$ cat config.mk
export PLATFORM = sky130hd
export DESIGN_NAME = div_seq_flat
export DESIGN_NICKNAME = d
export VERILOG_FILES = /design/src/rtl/div_seq_if.sv /design/src/rtl/div_seq.sv /design/src/flat_wrapper.sv
export SDC_FILE = /design/constraint.sdc
export NUM_CORES = 1
export LEC_CHECK = 0
export CAP_MARGIN = 40
export CORE_AREA = 2 2 132 160
export CTS_BUF_LIST = sky130_fd_sc_hd__clkbuf_8
export DETAILED_ROUTE_END_ITERATION = 16
export DIE_AREA = 0 0 134 162
export DONT_BUFFER_PORTS = 1
export GPL_ROUTABILITY_DRIVEN = 1
export PLACE_DENSITY = 0.72
export SETUP_SLACK_MARGIN = 0.05
export SKIP_CTS_REPAIR_TIMING = 1
export SYNTH_ARGS = -nofsm -noshare
export SYNTH_HDL_FRONTEND = slang
export SYNTH_SLANG_ARGS = --single-unit
export TNS_END_PERCENT = 5
$ cat constraint.sdc
create_clock -name clk -period 3.4 [get_ports clk]
set_clock_uncertainty 0.15 [all_clocks]
set_input_delay 0.17 -clock clk [delete_from_list [all_inputs] [get_ports clk]]
set_output_delay 0.17 -clock clk [all_outputs]
set_load 0.05 [all_outputs]
$ cat src/rtl/div_seq_if.sv
// rtl/div_seq_if.sv - EX-stage to divider sequencer handshake bundle
interface div_seq_if;
  logic        start_i;
  logic        annul_i;
  logic        signed_div_i;
  logic [31:0] opdata1_i;
  logic [31:0] opdata2_i;
  logic [63:0] result_o;
  logic        ready_o;
  logic        stallreq_o;

  modport master (
    output start_i, annul_i, signed_div_i, opdata1_i, opdata2_i,
    input  result_o, ready_o, stallreq_o
  );

  modport slave (
    input  start_i, annul_i, signed_div_i, opdata1_i, opdata2_i,
    output result_o, ready_o, stallreq_o
  );
endinterface

$ cat src/rtl/div_seq.sv
// rtl/div_seq.sv - multi-cycle restoring 32-bit divider producing {HI, LO} for DIV/DIVU
module div_seq (
  input  logic       clk,
  input  logic       rst,
  div_seq_if.slave   div
);

  typedef enum logic [1:0] {FREE, BYZERO, ON, END} state_t;

  state_t      state, state_n;
  logic [5:0]  cnt, cnt_n;
  logic [64:0] wr, wr_n;
  logic [31:0] divisor, divisor_n;
  logic        sgn_mode, sgn_mode_n;
  logic        sign_a, sign_a_n;
  logic        sign_b, sign_b_n;
  logic [63:0] result, result_n;
  logic        ready, ready_n;

  logic [31:0] a_abs, b_abs;
  logic [64:0] shifted;
  logic [32:0] diff;
  logic [31:0] quo_fix, rem_fix;

  always_comb begin
    a_abs   = (div.signed_div_i && div.opdata1_i[31]) ? -div.opdata1_i : div.opdata1_i;
    b_abs   = (div.signed_div_i && div.opdata2_i[31]) ? -div.opdata2_i : div.opdata2_i;
    shifted = {wr[63:0], 1'b0};
    // Bit 32 of the 33-bit trial difference is set exactly when it went negative.
    diff    = shifted[64:32] - {1'b0, divisor};
    quo_fix = (sgn_mode && (sign_a ^ sign_b)) ? -wr[31:0] : wr[31:0];
    rem_fix = (sgn_mode && sign_a) ? -wr[63:32] : wr[63:32];
  end

  always_comb begin
    state_n    = state;
    cnt_n      = cnt;
    wr_n       = wr;
    divisor_n  = divisor;
    sgn_mode_n = sgn_mode;
    sign_a_n   = sign_a;
    sign_b_n   = sign_b;
    result_n   = result;
    ready_n    = ready;

    case (state)
      FREE: begin
        if (div.start_i && !div.annul_i) begin
          sgn_mode_n = div.signed_div_i;
          sign_a_n   = div.signed_div_i & div.opdata1_i[31];
          sign_b_n   = div.signed_div_i & div.opdata2_i[31];
          divisor_n  = b_abs;
          wr_n       = {33'd0, a_abs};
          cnt_n      = 6'd0;
          state_n    = (div.opdata2_i == 32'd0) ? BYZERO : ON;
        end
      end
      BYZERO: begin
        result_n = 64'd0;
        state_n  = div.annul_i ? FREE : END;
      end
      ON: begin
        if (div.annul_i) begin
          state_n  = FREE;
          cnt_n    = 6'd0;
          result_n = 64'd0;
          ready_n  = 1'b0;
        end else if (cnt != 6'd32) begin
          if (!diff[32]) wr_n = {diff, shifted[31:1], 1'b1};
          else           wr_n = {shifted[64:1], 1'b0};
          cnt_n = cnt + 6'd1;
        end else begin
          result_n = {rem_fix, quo_fix};
          ready_n  = 1'b1;
          cnt_n    = 6'd0;
          state_n  = END;
        end
      end
      END: begin
        // The divide-by-zero path arrives here with ready low and raises it one edge later.
        if (div.annul_i || !div.start_i) begin
          state_n  = FREE;
          result_n = 64'd0;
          ready_n  = 1'b0;
        end else begin
          ready_n  = 1'b1;
        end
      end
      default: state_n = FREE;
    endcase
  end

  always_ff @(posedge clk) begin
    if (rst) begin
      state    <= FREE;
      cnt      <= 6'd0;
      wr       <= 65'd0;
      divisor  <= 32'd0;
      sgn_mode <= 1'b0;
      sign_a   <= 1'b0;
      sign_b   <= 1'b0;
      result   <= 64'd0;
      ready    <= 1'b0;
    end else begin
      state    <= state_n;
      cnt      <= cnt_n;
      wr       <= wr_n;
      divisor  <= divisor_n;
      sgn_mode <= sgn_mode_n;
      sign_a   <= sign_a_n;
      sign_b   <= sign_b_n;
      result   <= result_n;
      ready    <= ready_n;
    end
  end

  assign div.result_o   = result;
  assign div.ready_o    = ready;
  assign div.stallreq_o = div.start_i & ~div.annul_i & ~ready;

endmodule

$ cat src/flat_wrapper.sv
// flat-port wrapper written by rule: the top's interface ports become plain ports
module div_seq_flat 
  (clk, rst, div_start_i, div_annul_i, div_signed_div_i, div_opdata1_i, div_opdata2_i, div_result_o, div_ready_o, div_stallreq_o);
  div_seq_if div_i ();
  input  logic clk;
  input  logic rst;
  input wire logic [$bits(div_i.start_i)-1:0] div_start_i;
  input wire logic [$bits(div_i.annul_i)-1:0] div_annul_i;
  input wire logic [$bits(div_i.signed_div_i)-1:0] div_signed_div_i;
  input wire logic [$bits(div_i.opdata1_i)-1:0] div_opdata1_i;
  input wire logic [$bits(div_i.opdata2_i)-1:0] div_opdata2_i;
  output wire logic [$bits(div_i.result_o)-1:0] div_result_o;
  output wire logic [$bits(div_i.ready_o)-1:0] div_ready_o;
  output wire logic [$bits(div_i.stallreq_o)-1:0] div_stallreq_o;
  assign div_i.start_i = div_start_i;
  assign div_i.annul_i = div_annul_i;
  assign div_i.signed_div_i = div_signed_div_i;
  assign div_i.opdata1_i = div_opdata1_i;
  assign div_i.opdata2_i = div_opdata2_i;
  assign div_result_o = div_i.result_o;
  assign div_ready_o = div_i.ready_o;
  assign div_stallreq_o = div_i.stallreq_o;
  div_seq u_core (.clk(clk), .rst(rst), .div(div_i));
endmodule
==> results.ini <==
[outcome]
status = finished with violations
violations = hold timing

[floorplanning]
num_io_pins = 135
coreArea_sq_um = 20040
die_w_um = 134
die_area_sq_um = 21710
start_util_pct = 54.43
fp.dieH_um = 162
rows = 57

[place]
io_buffers = 0
dp_hpwl_um = 22000
place_area_sq_um = 11300
place.gp.congestion = 0.8976

[routing]
drc = 0
viasPerCell = 5.835
dr_wl_met2_um = 15200
met1_length_um = 12870
drt-total-wl_um = 30700
num_vias = 10540
ant_nets = 0
drt_pass1_iterations = 5
dr_wl_met3_um = 1682
first_iter_violations = 641
topRoutingLayerUsed = met4
wl_per_cell_um = 16.99

[synthesis]
ys_warn_count = 0
avgSynthCellArea_sq_um = 7.410
synth-main-ff-cell = dfxtp_1
synth_cell_types = 69
synth_edf_count = 0
synthCells = 1472
async_flop_share_pct = 0
synth_fp_nets = 1583
netlist_area_sq_um = 10910
ys_seq_elements = 172
synth_seq_area_share_pct = 31.57

[worst_setup_path]
cp-start-kind = flip-flop
end_kind = flip-flop
r2r_cells = 15
crit_required_ns = 3.61
arrival_ns = 3.48
crit_fanout = 8
crit_type = reg -> reg

[global_routing]
antenna_found_initial = 0
grt_usage_pct = 26.62
grt_pass1_wl_um = 47070
grt_start_max_net_pins = 115
grt_overflow = 0
grt_pass1_vias = 9607

[final_layout]
fillCellCount = 1788
mostFrequentLayoutCell = nand2_1
diodes = 0
final_cell_mix = 199 x nand2_1, 171 x dfxtp_1, 152 x nor2_1, 126 x a21oi_1, 92 x o21ai_0
final_cell_area_sq_um = 12570
drive_above_1_share_pct = 7.393
fin_nets = 1640
area_growth_pct = 15.21

[sta]
period_minus_slack_ns = 3.267
tightest_slew_ns = 0.8879
setup_tns_ns = 0
hold_viol_final = 5
rsz0062_at_grt = true
fmax_mhz = 306.1
holdWs_ns = -0.02859
final_max_slew_viol_count = 0
setup_viol = 0
period_share_pct = 96.09
slew_headroom_pct = 40.59

[hold_path]
min_path_cells = 4
hp-class = in -> reg

[cts]
clk_latency_ns = 0.48
cts_tree = yes
clock_path_buffers = 2
numCtsBuffers = 17
cts_root_buffer = clkbuf_8
clk_pin_slew_ns = 0.10
h-tree-depth = 4
clock-sinks = 172

[power]
ir_drop_mv = 0.2951
p_leak_nw = 4.774
power_density_nw_per_um2 = 568.0

[flow_run]
cap_violations = 0

worst paths after layout:
path | start | endpoint | slack, ns
worst max register to register | u_core.wr[31] | u_core.wr[62] | 0.13
worst min-delay path | div_opdata1_i[30] | u_core.wr[30] | -0.03
worst max-delay path | u_core.wr[31] | u_core.wr[62] | 0.13
worst min register to register | u_core.divisor[31] | u_core.divisor[31] | 0.32
power breakdown:
part	total [W]	leakage [nW]	switching, W	internal (W)
combinational	0.00322	3.18	0.00197	0.00125
clock	0.00142	0.194	0.000867	0.000548
sequential	0.00250	1.40	0.000269	0.00223
area by class of cell:
type	instances	area (sq um)	share of cell area (%)
well taps	265	331.6	2.638
clock inverters	15	141.4	1.125
repair buffers	126	1224	9.737
multi-input cells	1149	6955	55.35
clock buffers	17	234.0	1.862
flip-flops and latches	172	3445	27.41
inverters	63	236.5	1.882
synthesized netlist by cell type (all sizes together), types with 8 or more instances:
master / instances / share of area, %
nor3: 45 / 2.1
o41ai: 10 / 0.98
a22oi: 23 / 1.6
nand4: 11 / 0.63
a21o: 9 / 0.62
nand2b: 16 / 0.92
nor2: 154 / 5.3
nor2b: 10 / 0.57
xnor2: 80 / 6.4
a32oi: 9 / 0.72
xor2: 69 / 5.6
clkbuf: 83 / 2.9
a21oi: 127 / 5.9
o31ai: 14 / 1.1
and2: 8 / 0.46
o21ai: 98 / 4.5
a31oi: 13 / 0.80
o21bai: 8 / 0.55
or3: 14 / 0.80
nand2: 200 / 6.9
dfxtp: 172 / 32
ha: 41 / 4.7
inv: 62 / 2.1
a211oi: 27 / 1.9
nand3: 75 / 3.4
nor4: 13 / 0.75
o211ai: 19 / 1.3
flip-flops by register name, indices dropped and copies added, names as in the netlist:
register             cells
u_core.cnt               6
u_core.state             2
u_core.sign_b            1
u_core.sign_a            1
u_core.div.result_o     64
u_core.wr               64
u_core.sgn_mode          1
u_core.divisor          32
u_core.div.ready_o       1
critical path, stage by stage, from the launching register on:
cell      delay [ns]
dfxtp_2         0.34
inv_1           0.05
ha_2            0.17
fa_2            0.34
nand2b_4        0.16
a21oi_4         0.16
and4b_4         0.23
o31ai_4         0.27
a31oi_4         0.15
o41ai_4         0.29
buf_4           0.18
xnor2_2         0.07
buf_12          0.15
buf_4           0.16
a32oi_1         0.18
o21ai_1         0.08
metal layers:
| layer | vias to the layer above | global-route usage, % |
|---|---|---|
| li1 | 5290 | - |
| met5 | - | 0 |
| met4 | 0 | 10.64 |
| met3 | 47 | 4.806 |
| met1 | 4911 | 31.71 |
| met2 | 295 | 47.23 |
cell families after synthesis:
kind of cell,after synthesis,synth area share (%)
AND/OR/NAND/NOR,568,23.58
AO/OA/AOI/OAI,389,22.56
flip-flops,172,31.57
adder cells (fa/ha/maj),42,4.886
multiplexers,1,0.09177
buffers and inverters,151,5.276
XOR/XNOR,149,12.03
stage by stage:
stage | utilization (%) | setup slack (ns) | instances | total power, W
final | 62.71 | 0.1330 | 1807 | 0.007138
after global routing | 62.71 | 0.01069 | 1807 | 0.007605
after CTS | 58.28 | 0.003443 | 1725 | 0.006885
after detailed placement | 56.40 | 0.01380 | 1693 | 0.005498
after global placement | 56.33 | 0.07711 | 1692 | 0.005451
after floorplan | - | 0.1201 | 1472 | 0.004703
(Power assumes the default switching activity.)
